File: src/rtl/usb_rx_decoder.sv
// usb_rx_decoder
// Receive-side line decoder for a snooped USB bus. Synchronizes the raw
// dp/dm pair, recovers bit timing with an oversampling DPLL, NRZI-decodes,
// removes stuffed bits, detects SYNC and assembles bytes (LSB first). The
// first byte of each packet is checked as a PID (low nibble must be the
// complement of the high nibble).
//
// Ports
//   clk        system clock (48 MHz)
//   rst        asynchronous active-high reset
//   is_fs      1 = full-speed rate/polarity, 0 = low-speed (sampled in IDLE)
//   line_dp    raw D+ (asynchronous)
//   line_dm    raw D- (asynchronous)
//   rx_active  high from SYNC detect until EOP/abort handling completes
//   rx_data    assembled byte, held until the next rx_valid
//   rx_valid   one-cycle strobe, rx_data valid
//   rx_first   qualifies rx_valid: this byte is the PID
//   rx_eop     one-cycle strobe, clean end of packet
//   rx_err     one-cycle strobe, packet aborted (stuff, PID or EOP error)
module usb_rx_decoder #(
  parameter int CPB_FS = 4,
  parameter int CPB_LS = 32
) (
  input  logic       clk,
  input  logic       rst,
  input  logic       is_fs,
  input  logic       line_dp,
  input  logic       line_dm,
  output logic       rx_active,
  output logic [7:0] rx_data,
  output logic       rx_valid,
  output logic       rx_first,
  output logic       rx_eop,
  output logic       rx_err
);

  localparam int CPB_MAX = (CPB_FS > CPB_LS) ? CPB_FS : CPB_LS;
  localparam int PW      = $clog2(CPB_MAX);

  localparam logic [PW-1:0] FS_LAST = PW'(CPB_FS - 1);
  localparam logic [PW-1:0] LS_LAST = PW'(CPB_LS - 1);
  localparam logic [PW-1:0] FS_HALF = PW'(CPB_FS / 2);
  localparam logic [PW-1:0] LS_HALF = PW'(CPB_LS / 2);

  typedef enum logic [1:0] {
    LINE_SE0 = 2'd0,
    LINE_J   = 2'd1,
    LINE_K   = 2'd2
  } line_t;

  typedef enum logic [2:0] {
    ST_IDLE  = 3'd0,
    ST_SYNC  = 3'd1,
    ST_DATA  = 3'd2,
    ST_EOP   = 3'd3,
    ST_ABORT = 3'd4
  } state_t;

  // Classify a synchronized dp/dm pair. K polarity flips with the speed mode;
  // anything that is neither SE0 nor K (including SE1) is treated as J.
  function automatic line_t decode_line(input logic dp, input logic dm, input logic fs);
    line_t res;
    if (!dp && !dm) begin
      res = LINE_SE0;
    end else if (fs ? (!dp && dm) : (dp && !dm)) begin
      res = LINE_K;
    end else begin
      res = LINE_J;
    end
    return res;
  endfunction

  // Input synchronizer and mode register
  logic dp_meta_r, dp_sync_r, dm_meta_r, dm_sync_r;
  logic fs_r;

  // DPLL
  line_t         line_cur_s;
  line_t         line_prev_r;
  logic [PW-1:0] phase_r, phase_nxt_s;
  logic [PW-1:0] last_s, half_s;
  logic          change_s, sample_en_s;

  // Decoder state
  state_t     state_r, state_nxt_s;
  line_t      nrzi_prev_r, nrzi_prev_nxt_s;
  logic [4:0] zero_run_r, zero_run_nxt_s;
  logic [2:0] ones_r, ones_nxt_s;
  logic [2:0] bit_cnt_r, bit_cnt_nxt_s;
  logic [7:0] shift_r, shift_nxt_s;
  logic       first_r, first_nxt_s;
  logic       pend_err_r, pend_err_nxt_s;
  logic [1:0] se0_cnt_r, se0_cnt_nxt_s;
  logic       abort_se0_r, abort_se0_nxt_s;
  logic       bit_s;
  logic [7:0] byte_s;

  // Output next values
  logic       active_nxt_s;
  logic [7:0] data_nxt_s;
  logic       valid_nxt_s, first_out_nxt_s, eop_nxt_s, err_nxt_s;

  // Two-flop synchronizer on dp/dm; the speed mode only follows is_fs in IDLE
  always_ff @(posedge clk or posedge rst) begin
    if (rst) begin
      dp_meta_r <= 1'b0;
      dp_sync_r <= 1'b0;
      dm_meta_r <= 1'b0;
      dm_sync_r <= 1'b0;
      fs_r      <= 1'b1;
    end else begin
      dp_meta_r <= line_dp;
      dp_sync_r <= dp_meta_r;
      dm_meta_r <= line_dm;
      dm_sync_r <= dm_meta_r;
      fs_r      <= (state_r == ST_IDLE) ? is_fs : fs_r;
    end
  end

  // DPLL: any line-state change re-centres the phase; sample at mid-bit
  always_comb begin
    line_cur_s = decode_line(dp_sync_r, dm_sync_r, fs_r);
    last_s     = fs_r ? FS_LAST : LS_LAST;
    half_s     = fs_r ? FS_HALF : LS_HALF;
    change_s   = (line_cur_s != line_prev_r);
    if (change_s) begin
      phase_nxt_s = '0;
    end else if (phase_r >= last_s) begin
      phase_nxt_s = '0;
    end else begin
      phase_nxt_s = phase_r + PW'(1);
    end
    sample_en_s = !change_s && (phase_r == half_s);
  end

  // DPLL registers
  always_ff @(posedge clk or posedge rst) begin
    if (rst) begin
      line_prev_r <= LINE_SE0;
      phase_r     <= '0;
    end else begin
      line_prev_r <= line_cur_s;
      phase_r     <= phase_nxt_s;
    end
  end

  // Decoder FSM: next state, datapath and output strobes
  always_comb begin
    state_nxt_s     = state_r;
    nrzi_prev_nxt_s = nrzi_prev_r;
    zero_run_nxt_s  = zero_run_r;
    ones_nxt_s      = ones_r;
    bit_cnt_nxt_s   = bit_cnt_r;
    shift_nxt_s     = shift_r;
    first_nxt_s     = first_r;
    pend_err_nxt_s  = pend_err_r;
    se0_cnt_nxt_s   = se0_cnt_r;
    abort_se0_nxt_s = abort_se0_r;
    active_nxt_s    = rx_active;
    data_nxt_s      = rx_data;
    valid_nxt_s     = 1'b0;
    first_out_nxt_s = 1'b0;
    eop_nxt_s       = 1'b0;
    err_nxt_s       = 1'b0;

    // NRZI: no transition between samples decodes as 1
    bit_s  = (line_cur_s == nrzi_prev_r);
    byte_s = {bit_s, shift_r[7:1]};

    case (state_r)
      ST_IDLE: begin
        // Idle bus is J, so the first K of SYNC decodes as a 0
        nrzi_prev_nxt_s = LINE_J;
        active_nxt_s    = 1'b0;
        if (sample_en_s && (line_cur_s == LINE_K)) begin
          state_nxt_s     = ST_SYNC;
          nrzi_prev_nxt_s = LINE_K;
          zero_run_nxt_s  = 5'd1;
        end else begin
          state_nxt_s = ST_IDLE;
        end
      end

      ST_SYNC: begin
        if (!sample_en_s) begin
          state_nxt_s = ST_SYNC;
        end else if (line_cur_s == LINE_SE0) begin
          state_nxt_s = ST_IDLE;
        end else begin
          nrzi_prev_nxt_s = line_cur_s;
          if (bit_s) begin
            if (zero_run_r >= 5'd5) begin
              // The terminating 1 of SYNC counts toward the stuffing run
              state_nxt_s   = ST_DATA;
              active_nxt_s  = 1'b1;
              ones_nxt_s    = 3'd1;
              bit_cnt_nxt_s = 3'd0;
              first_nxt_s   = 1'b1;
            end else begin
              state_nxt_s = ST_IDLE;
            end
          end else if (zero_run_r == 5'd15) begin
            state_nxt_s = ST_IDLE;
          end else begin
            zero_run_nxt_s = zero_run_r + 5'd1;
          end
        end
      end

      ST_DATA: begin
        if (!sample_en_s) begin
          state_nxt_s = ST_DATA;
        end else if (line_cur_s == LINE_SE0) begin
          state_nxt_s    = ST_EOP;
          pend_err_nxt_s = (bit_cnt_r != 3'd0);
          se0_cnt_nxt_s  = 2'd1;
        end else begin
          nrzi_prev_nxt_s = line_cur_s;
          if (ones_r == 3'd6) begin
            if (bit_s) begin
              err_nxt_s       = 1'b1;
              state_nxt_s     = ST_ABORT;
              abort_se0_nxt_s = 1'b0;
            end else begin
              // Stuffed zero: dropped, run restarts
              ones_nxt_s = 3'd0;
            end
          end else begin
            ones_nxt_s    = bit_s ? (ones_r + 3'd1) : 3'd0;
            shift_nxt_s   = byte_s;
            bit_cnt_nxt_s = bit_cnt_r + 3'd1;
            if (bit_cnt_r == 3'd7) begin
              first_nxt_s = 1'b0;
              if (first_r && (byte_s[3:0] != ~byte_s[7:4])) begin
                err_nxt_s       = 1'b1;
                state_nxt_s     = ST_ABORT;
                abort_se0_nxt_s = 1'b0;
              end else begin
                valid_nxt_s     = 1'b1;
                first_out_nxt_s = first_r;
                data_nxt_s      = byte_s;
              end
            end else begin
              first_nxt_s = first_r;
            end
          end
        end
      end

      ST_EOP: begin
        if (!sample_en_s) begin
          state_nxt_s = ST_EOP;
        end else if (line_cur_s == LINE_SE0) begin
          // A fourth SE0 sample means a bus reset rather than an EOP
          if (se0_cnt_r == 2'd3) begin
            err_nxt_s    = 1'b1;
            active_nxt_s = 1'b0;
            state_nxt_s  = ST_IDLE;
          end else begin
            se0_cnt_nxt_s = se0_cnt_r + 2'd1;
          end
        end else if (line_cur_s == LINE_J) begin
          err_nxt_s    = pend_err_r;
          eop_nxt_s    = !pend_err_r;
          active_nxt_s = 1'b0;
          state_nxt_s  = ST_IDLE;
        end else begin
          state_nxt_s = ST_EOP;
        end
      end

      ST_ABORT: begin
        if (!sample_en_s) begin
          state_nxt_s = ST_ABORT;
        end else if (line_cur_s == LINE_SE0) begin
          abort_se0_nxt_s = 1'b1;
        end else if ((line_cur_s == LINE_J) && abort_se0_r) begin
          active_nxt_s = 1'b0;
          state_nxt_s  = ST_IDLE;
        end else begin
          // Data resumed after a short SE0: keep waiting for a real EOP
          abort_se0_nxt_s = 1'b0;
        end
      end

      default: begin
        state_nxt_s  = ST_IDLE;
        active_nxt_s = 1'b0;
      end
    endcase
  end

  // Decoder state registers
  always_ff @(posedge clk or posedge rst) begin
    if (rst) begin
      state_r     <= ST_IDLE;
      nrzi_prev_r <= LINE_J;
      zero_run_r  <= 5'd0;
      ones_r      <= 3'd0;
      bit_cnt_r   <= 3'd0;
      shift_r     <= 8'd0;
      first_r     <= 1'b0;
      pend_err_r  <= 1'b0;
      se0_cnt_r   <= 2'd0;
      abort_se0_r <= 1'b0;
    end else begin
      state_r     <= state_nxt_s;
      nrzi_prev_r <= nrzi_prev_nxt_s;
      zero_run_r  <= zero_run_nxt_s;
      ones_r      <= ones_nxt_s;
      bit_cnt_r   <= bit_cnt_nxt_s;
      shift_r     <= shift_nxt_s;
      first_r     <= first_nxt_s;
      pend_err_r  <= pend_err_nxt_s;
      se0_cnt_r   <= se0_cnt_nxt_s;
      abort_se0_r <= abort_se0_nxt_s;
    end
  end

  // Registered outputs
  always_ff @(posedge clk or posedge rst) begin
    if (rst) begin
      rx_active <= 1'b0;
      rx_data   <= 8'd0;
      rx_valid  <= 1'b0;
      rx_first  <= 1'b0;
      rx_eop    <= 1'b0;
      rx_err    <= 1'b0;
    end else begin
      rx_active <= active_nxt_s;
      rx_data   <= data_nxt_s;
      rx_valid  <= valid_nxt_s;
      rx_first  <= first_out_nxt_s;
      rx_eop    <= eop_nxt_s;
      rx_err    <= err_nxt_s;
    end
  end

endmodule

File: config.mk
export PLATFORM = sky130hd
export DESIGN_NAME = usb_rx_decoder
export DESIGN_NICKNAME = d
export VERILOG_FILES = /design/src/rtl/usb_rx_decoder.sv
export SDC_FILE = /design/constraint.sdc
export NUM_CORES = 1
export LEC_CHECK = 0
export CAP_MARGIN = 20
export CORE_MARGIN = 1
export CORE_UTILIZATION = 41
export CTS_CLUSTER_SIZE = 8
export DETAILED_ROUTE_END_ITERATION = 8
export DONT_BUFFER_PORTS = 1
export PLACE_DENSITY = 0.57
export SETUP_SLACK_MARGIN = 0.3
export SLEW_MARGIN = 10
export SYNTH_ARGS = -nofsm -noshare
export SYNTH_HDL_FRONTEND = slang
export SYNTH_SLANG_ARGS = --single-unit
File: constraint.sdc
create_clock -name clk -period 6.6 [get_ports clk]
set_input_delay 1.32 -clock clk [delete_from_list [all_inputs] [get_ports clk]]
set_output_delay 1.32 -clock clk [all_outputs]
set_load 0.005 [all_outputs]
==> After elaboration in Yosys (flattened, before gate mapping) <==
Cells that the tools add are included.
{ "op_classes": {"addsub": 5, "mul": 0, "div": 0, "n_lt_le_gt_ge": 2, "eq_ne": 48, "shift": 0, "muxes": 115, "bitwise": 5, "n_reduce_logical": 32} }
{ "ops": {"columns": ["op", "count"], "rows": [
  ["$mux 3", 32],
  ["$mux 1", 52],
  ["$mux 5", 9],
  ["$ne 2x2->1 const B", 18],
  ["$ne 3x3->1 const B", 9],
  ["$mux 2", 12],
  ["$reduce_and 8->1", 3],
  ["$ne 5x5->1 const B", 4],
  ["$reduce_and 6->1", 3],
  ["$pmux 3 s5", 1],
  ["$pmux 3 s2", 2],
  ["$reduce_and 11->1", 1],
  ["$add 5x1->5 const B", 2],
  ["$pmux 5 s2", 1],
  ["$reduce_bool 2->1", 5],
  ["$eq 3x3->1 const B", 3],
  ["$reduce_and 9->1", 1],
  ["$pmux 2 s2", 2],
  ["$logic_and 1x1->1", 7],
  ["$reduce_and 7->1", 1],
  ["$add 3x1->3 const B", 2],
  ["$eq 3x2->1 const B", 2],
  ["$pmux 1 s2", 3],
  ["$reduce_and 3->1", 2],
  ["other kinds (22)", 30]
]} }
{ "word_totals": {"reg_bits": 54, "latch_bits": 0, "ram_bits": 0, "mem_bits_ro": 0, "inputBits": 5, "elab_cells": 230, "n_memories": 0} }

==> Depth between registers and ports, before layout <==
{ "logic_depth": {"word_depth": 15, "depth_mapped": 8, "ltp_nobuf": 8} }

==> Worst setup path before layout <==
Ideal clock, no wire load.
{ "synth_timing": {"path_kind": "reg2reg", "from": "register fs_r", "to": "register state_r[2]", "setup_time_ps": 128, "arrival_ps": 2434, "required_time_ps": 6472, "setup_slack_ps": 4038, "path_stages_with_launch": 8, "path_buffers": 1, "path_cell_list": "dfstp_2 -> buf_2 -> mux2_4 -> and3b_1 -> or4_1 -> a31oi_1 -> nor3_2 -> mux2_1"} }
{ "synth_between": {"elab_chain_len": 9} }
{ "synth_lines": {"columns": ["item", "line", "rtl"], "rows": [
  ["start: declaration", "75", "logic fs_r;"],
  ["start signal: assignment", "116", "fs_r <= (state_r == ST_IDLE) ? is_fs : fs_r;"],
  ["$mux 1 *", "65", "end else if (fs ? (!dp && dm) : (dp && !dm)) begin"],
  ["$mux 2 *", "65", null],
  ["$mux 2 *", "63", "if (!dp && !dm) begin"],
  ["net line_cur_s[0]", "78", "line_t line_cur_s;"],
  ["$eq 2x2->1", "167", "bit_s = (line_cur_s == nrzi_prev_r);"],
  ["$not 4->4", "234", "if (first_r && (byte_s[3:0] != ~byte_s[7:4])) begin"],
  ["$ne 4x4->1", "234", null],
  ["$logic_and 1x1->1", "234", null],
  ["$ne 5x5->1 (no source line)", null, null],
  ["$reduce_and 7->1 (no source line)", null, null],
  ["end signal: assignment", "307", "state_r <= state_nxt_s;"],
  ["end: declaration", "85", "state_t state_r, state_nxt_s;"]
]} }
The timed path passes the listed nets; every way through them passes the cells marked *.
A chain may end at the register's enable or synchronous reset.

==> Worst setup path in the final report <==
{ "layout_timing": {"from": "register fs_r", "to": "register rx_data[0]"} }
{ "layout_between": {"elab_chain_len": 9} }
{ "layout_lines": {"columns": ["item", "line", "rtl"], "rows": [
  ["$mux 1", "65", null],
  ["$mux 2", "65", null],
  ["$mux 2", "63", null],
  ["$eq 2x2->1", "167", null],
  ["$not 4->4", "234", null],
  ["$ne 4x4->1", "234", null],
  ["$logic_and 1x1->1", "234", null],
  ["$not 1->1 (no source line)", null, null],
  ["$reduce_and 6->1 (no source line) *", null, null],
  ["end signal: assignment", "331", "rx_data <= data_nxt_s;"],
  ["end: declaration", "30", "output logic [7:0] rx_data,"]
]} }
Every way passes the cells marked *; elsewhere a longest branch is shown, timed or not.

==> metrics.cfg <==
[status]
outcome = completed

[placed_design]
dp.cells = 378
gp_congestion = 0.875
portBuffers = 0
dpl.hpwl_um = 4300

[drt]
ant_nets = 0
vias = 2140
remaining_drc_errors = 0
drt-initial-drc-count = 97
routedWlPerCell_um = 15.4
vias_per_cell = 5.54
first_pass_iters = 4
routed_wl_um = 5940

[layout]
syn2layout_area_growth_pct = 5.63
fin_util_pct = 45.6
nets = 307
final_layout_size_suffix_gt1_share_pct = 14.1
n_antenna_cell = 0
finalNonFillerCells = 386

[power]
clockPowerShare_pct = 24.7
pwr_density_cell_mw_per_mm2 = 244
peakVddDrop_mv = 0.113
power_uw = 767
sequentialPowerShare_pct = 51.4
p_sw_uw = 267
swShare_pct = 34.8
p_int_uw = 500
share_comb_of_total_power_pct = 23.8
leakage_nw = 1.38

[floorplan]
start_util_pct = 43.1
dieWidth_um = 87.2
core_area_mm2 = 0.00691
die_h_um = 87.2
rows = 30
die_area_mm2 = 0.00761
io-pin-count = 18

[timing]
period_minus_slack_ps = 2900
setup_viol = 0
finalCritPeriodShare_pct = 43.9
worst_slew_pin_slew_ps = 1000
setup-tns-final_ps = 0
relSlewSlack_pct = 32.7
hold_ws_ps = 357
skew_ps = 5.74
slew_viol_final = 0
rsz0062_at_grt = false
hold_viol_final = 0
fmax_mhz = 345

[synth]
synth.area.mux_share_pct = 6.30
yosysUniqueCellTypes = 68
synth_top_area_cell = dfrtp_1
yosys_warnings = 0
ys_async_sr_fraction_pct = 100
synthTopCellsByCount = 51 x dfrtp_1, 40 x nand2_1, 19 x nor2_1
synth_edf_count = 0
synthMostInstantiatedCell = dfrtp_1
synth_fa_ha_area_share_pct = 5.84
synth_ff_type = dfrtp_1
yosysSeqAreaShare_pct = 44.6
synthTopCellsByArea = dfrtp_1 43%, ha_1 5.5%, nand2_1 5.0%
synth_simple_gate_area_share_pct = 24.1
syn_nets = 310
synthXorXnorAreaFrac_pct = 2.94
synth_compound_area_share_pct = 13.1
yosysTopAreaCellShare_pct = 42.8
avgSynthCellArea_um2 = 10.2
syn-instance-count = 292
synth_seq_cells = 53
synth_top_family_by_area = simple AND/OR/NAND/NOR gates
synth_area_mm2 = 0.00298

[clocking]
cts_tree = done
hold_buffers = 0
clk_pin_slew_ps = 100
cts_inserted_buffers = 5
clockRootBuffer = clkbuf_8
clk_latency_ps = 310
clk_path_buf_depth = 2
cts_sinks = 53
cts_setup_buffers = 0
ctsHtreeMaxLevel = 2
cts_resized = 0

[grt]
grt_pass1_vias = 2097
grt_overflow = 0
antenna_found_initial = 0
grtUsageTotal_pct = 17.6
grt_pass1_wl_um = 10300
grt_max_degree = 54

[critical_path]
worstPathCellList = ha_1 > nor4b_1 > nand2_1 > nor4_2 > o311a_4 > nand2_8 > mux2_4
worstPathMaxFanout = 12
critical-path-top-delay-family = simple AND/OR/NAND/NOR gates
cp.required_ps = 6810
start_kind = register
cp-end-kind = register
critPathMaxStageDelay_ps = 680
slowest_stage = dfstp_2
path_buf_inv = 0
critPathKind = register to register
crit_arrival_ps = 3110

[hold_path]
hp-class = register to register

[flow_run]
cap_viol_max_count = 0

## worst reg2reg max path, cell delays in order, from the launching register on
cell	delay [ps]
dfstp_2	680
ha_1	190
nor4b_1	220
nand2_1	200
nor4_2	670
o311a_4	410
nand2_8	100
mux2_4	330
## state kept, by name (all words and copies together), names as in the netlist, 2 cells and up
register     count
nrzi_prev_r      2
rx_data          8
zero_run_r       5
shift_r          7
state_r          3
line_prev_r      2
bit_cnt_r        3
se0_cnt_r        2
phase_r          5
ones_r           3
## cell families after synthesis
family,after synthesis
AOI/OAI and AO/OA,54
xor gates and xnor gates,10
adders and majority gates,14
buffers and inverters,21
DFF,53
muxes,14
and+or+nand+nor,126
## power by group through the flow
stage | combinational [mW] | sequential [mW] | clock (mW)
final | 0.183 | 0.394 | 0.190
after global routing | 0.207 | 0.400 | 0.215
after CTS | 0.184 | 0.394 | 0.199
after detailed placement | 0.184 | 0.400 | 0
after global placement | 0.180 | 0.400 | 0
after floorplan | 0.160 | 0.379 | 0
## layout make-up
class                   instances  area (um^2)
repair buffers                  1         7.51
inverters                      10         37.5
clock buffers                   5         68.8
well taps                      96          120
clock inverters                 3         25.0
fillers                       686         3760
multi-input cells             218         1560
flip-flops and latches         53         1330
## layer usage
| layer | part of all wire [%] | vias to the layer above | global-route usage [%] |
|---|---|---|---|
| li1 | - | 1056 | - |
| met1 | 49 | 1045 | 25.3 |
| met5 | 0 | - | 0 |
| met2 | 45 | 33 | 26.6 |
| met4 | 1.3 | 0 | 5.51 |
| met3 | 4.0 | 6 | 3.51 |
## per-stage QoR
step,setup slack (ps),area [um^2]
6_report,3700,3150
5_1_grt,3470,3150
4_1_cts,3710,3150
3_5_place_dp,3720,3050
3_3_place_gp,3790,3050
2_1_floorplan,4000,2980
## path summary, 6_finish.rpt
check                      startpoint  cells after the start  slack (ps)       endpoint
min reg2reg                 dp_meta_r                      0         360      dp_sync_r
min                         dp_meta_r                      0         360      dp_sync_r
max in group asynchronous         rst                      2        5100      rx_active
max reg2reg                      fs_r                      7        3700     rx_data[0]
min in group asynchronous         rst                      2        1060  zero_run_r[1]
max                              fs_r                      7        3700     rx_data[0]
## layout by cell type, fill, tap and decap left out, types with 2 or more instances in the layout
| cell | count |
|---|---|
| and3b_1 | 2 |
| nor2b_1 | 3 |
| dfstp_2 | 2 |
| xnor2_1 | 6 |
| nor4_1 | 2 |
| mux2_4 | 9 |
| o21ai_1 | 4 |
| and3_1 | 5 |
| nor3_1 | 15 |
| a31oi_1 | 4 |
| mux2i_1 | 3 |
| nor3_2 | 2 |
| o2bb2ai_1 | 2 |
| o31a_1 | 2 |
| xor2_1 | 4 |
| nor4b_1 | 3 |
| or3_1 | 4 |
| inv_2 | 2 |
| ha_1 | 13 |
| o21a_1 | 2 |
| o41ai_1 | 3 |
| and2_1 | 2 |
| nand2_1 | 40 |
| nand3b_1 | 2 |
| inv_1 | 7 |
| nor4_2 | 3 |
| o31ai_1 | 4 |
| o21ai_0 | 8 |
| a21oi_1 | 10 |
| nand3_1 | 7 |
| nand2b_1 | 2 |
| clkbuf_8 | 5 |
| nor2_1 | 19 |
| dfrtp_1 | 51 |
| or4_1 | 3 |
| and4bb_1 | 2 |
Note: power is estimated with default switching activity, not from simulation.
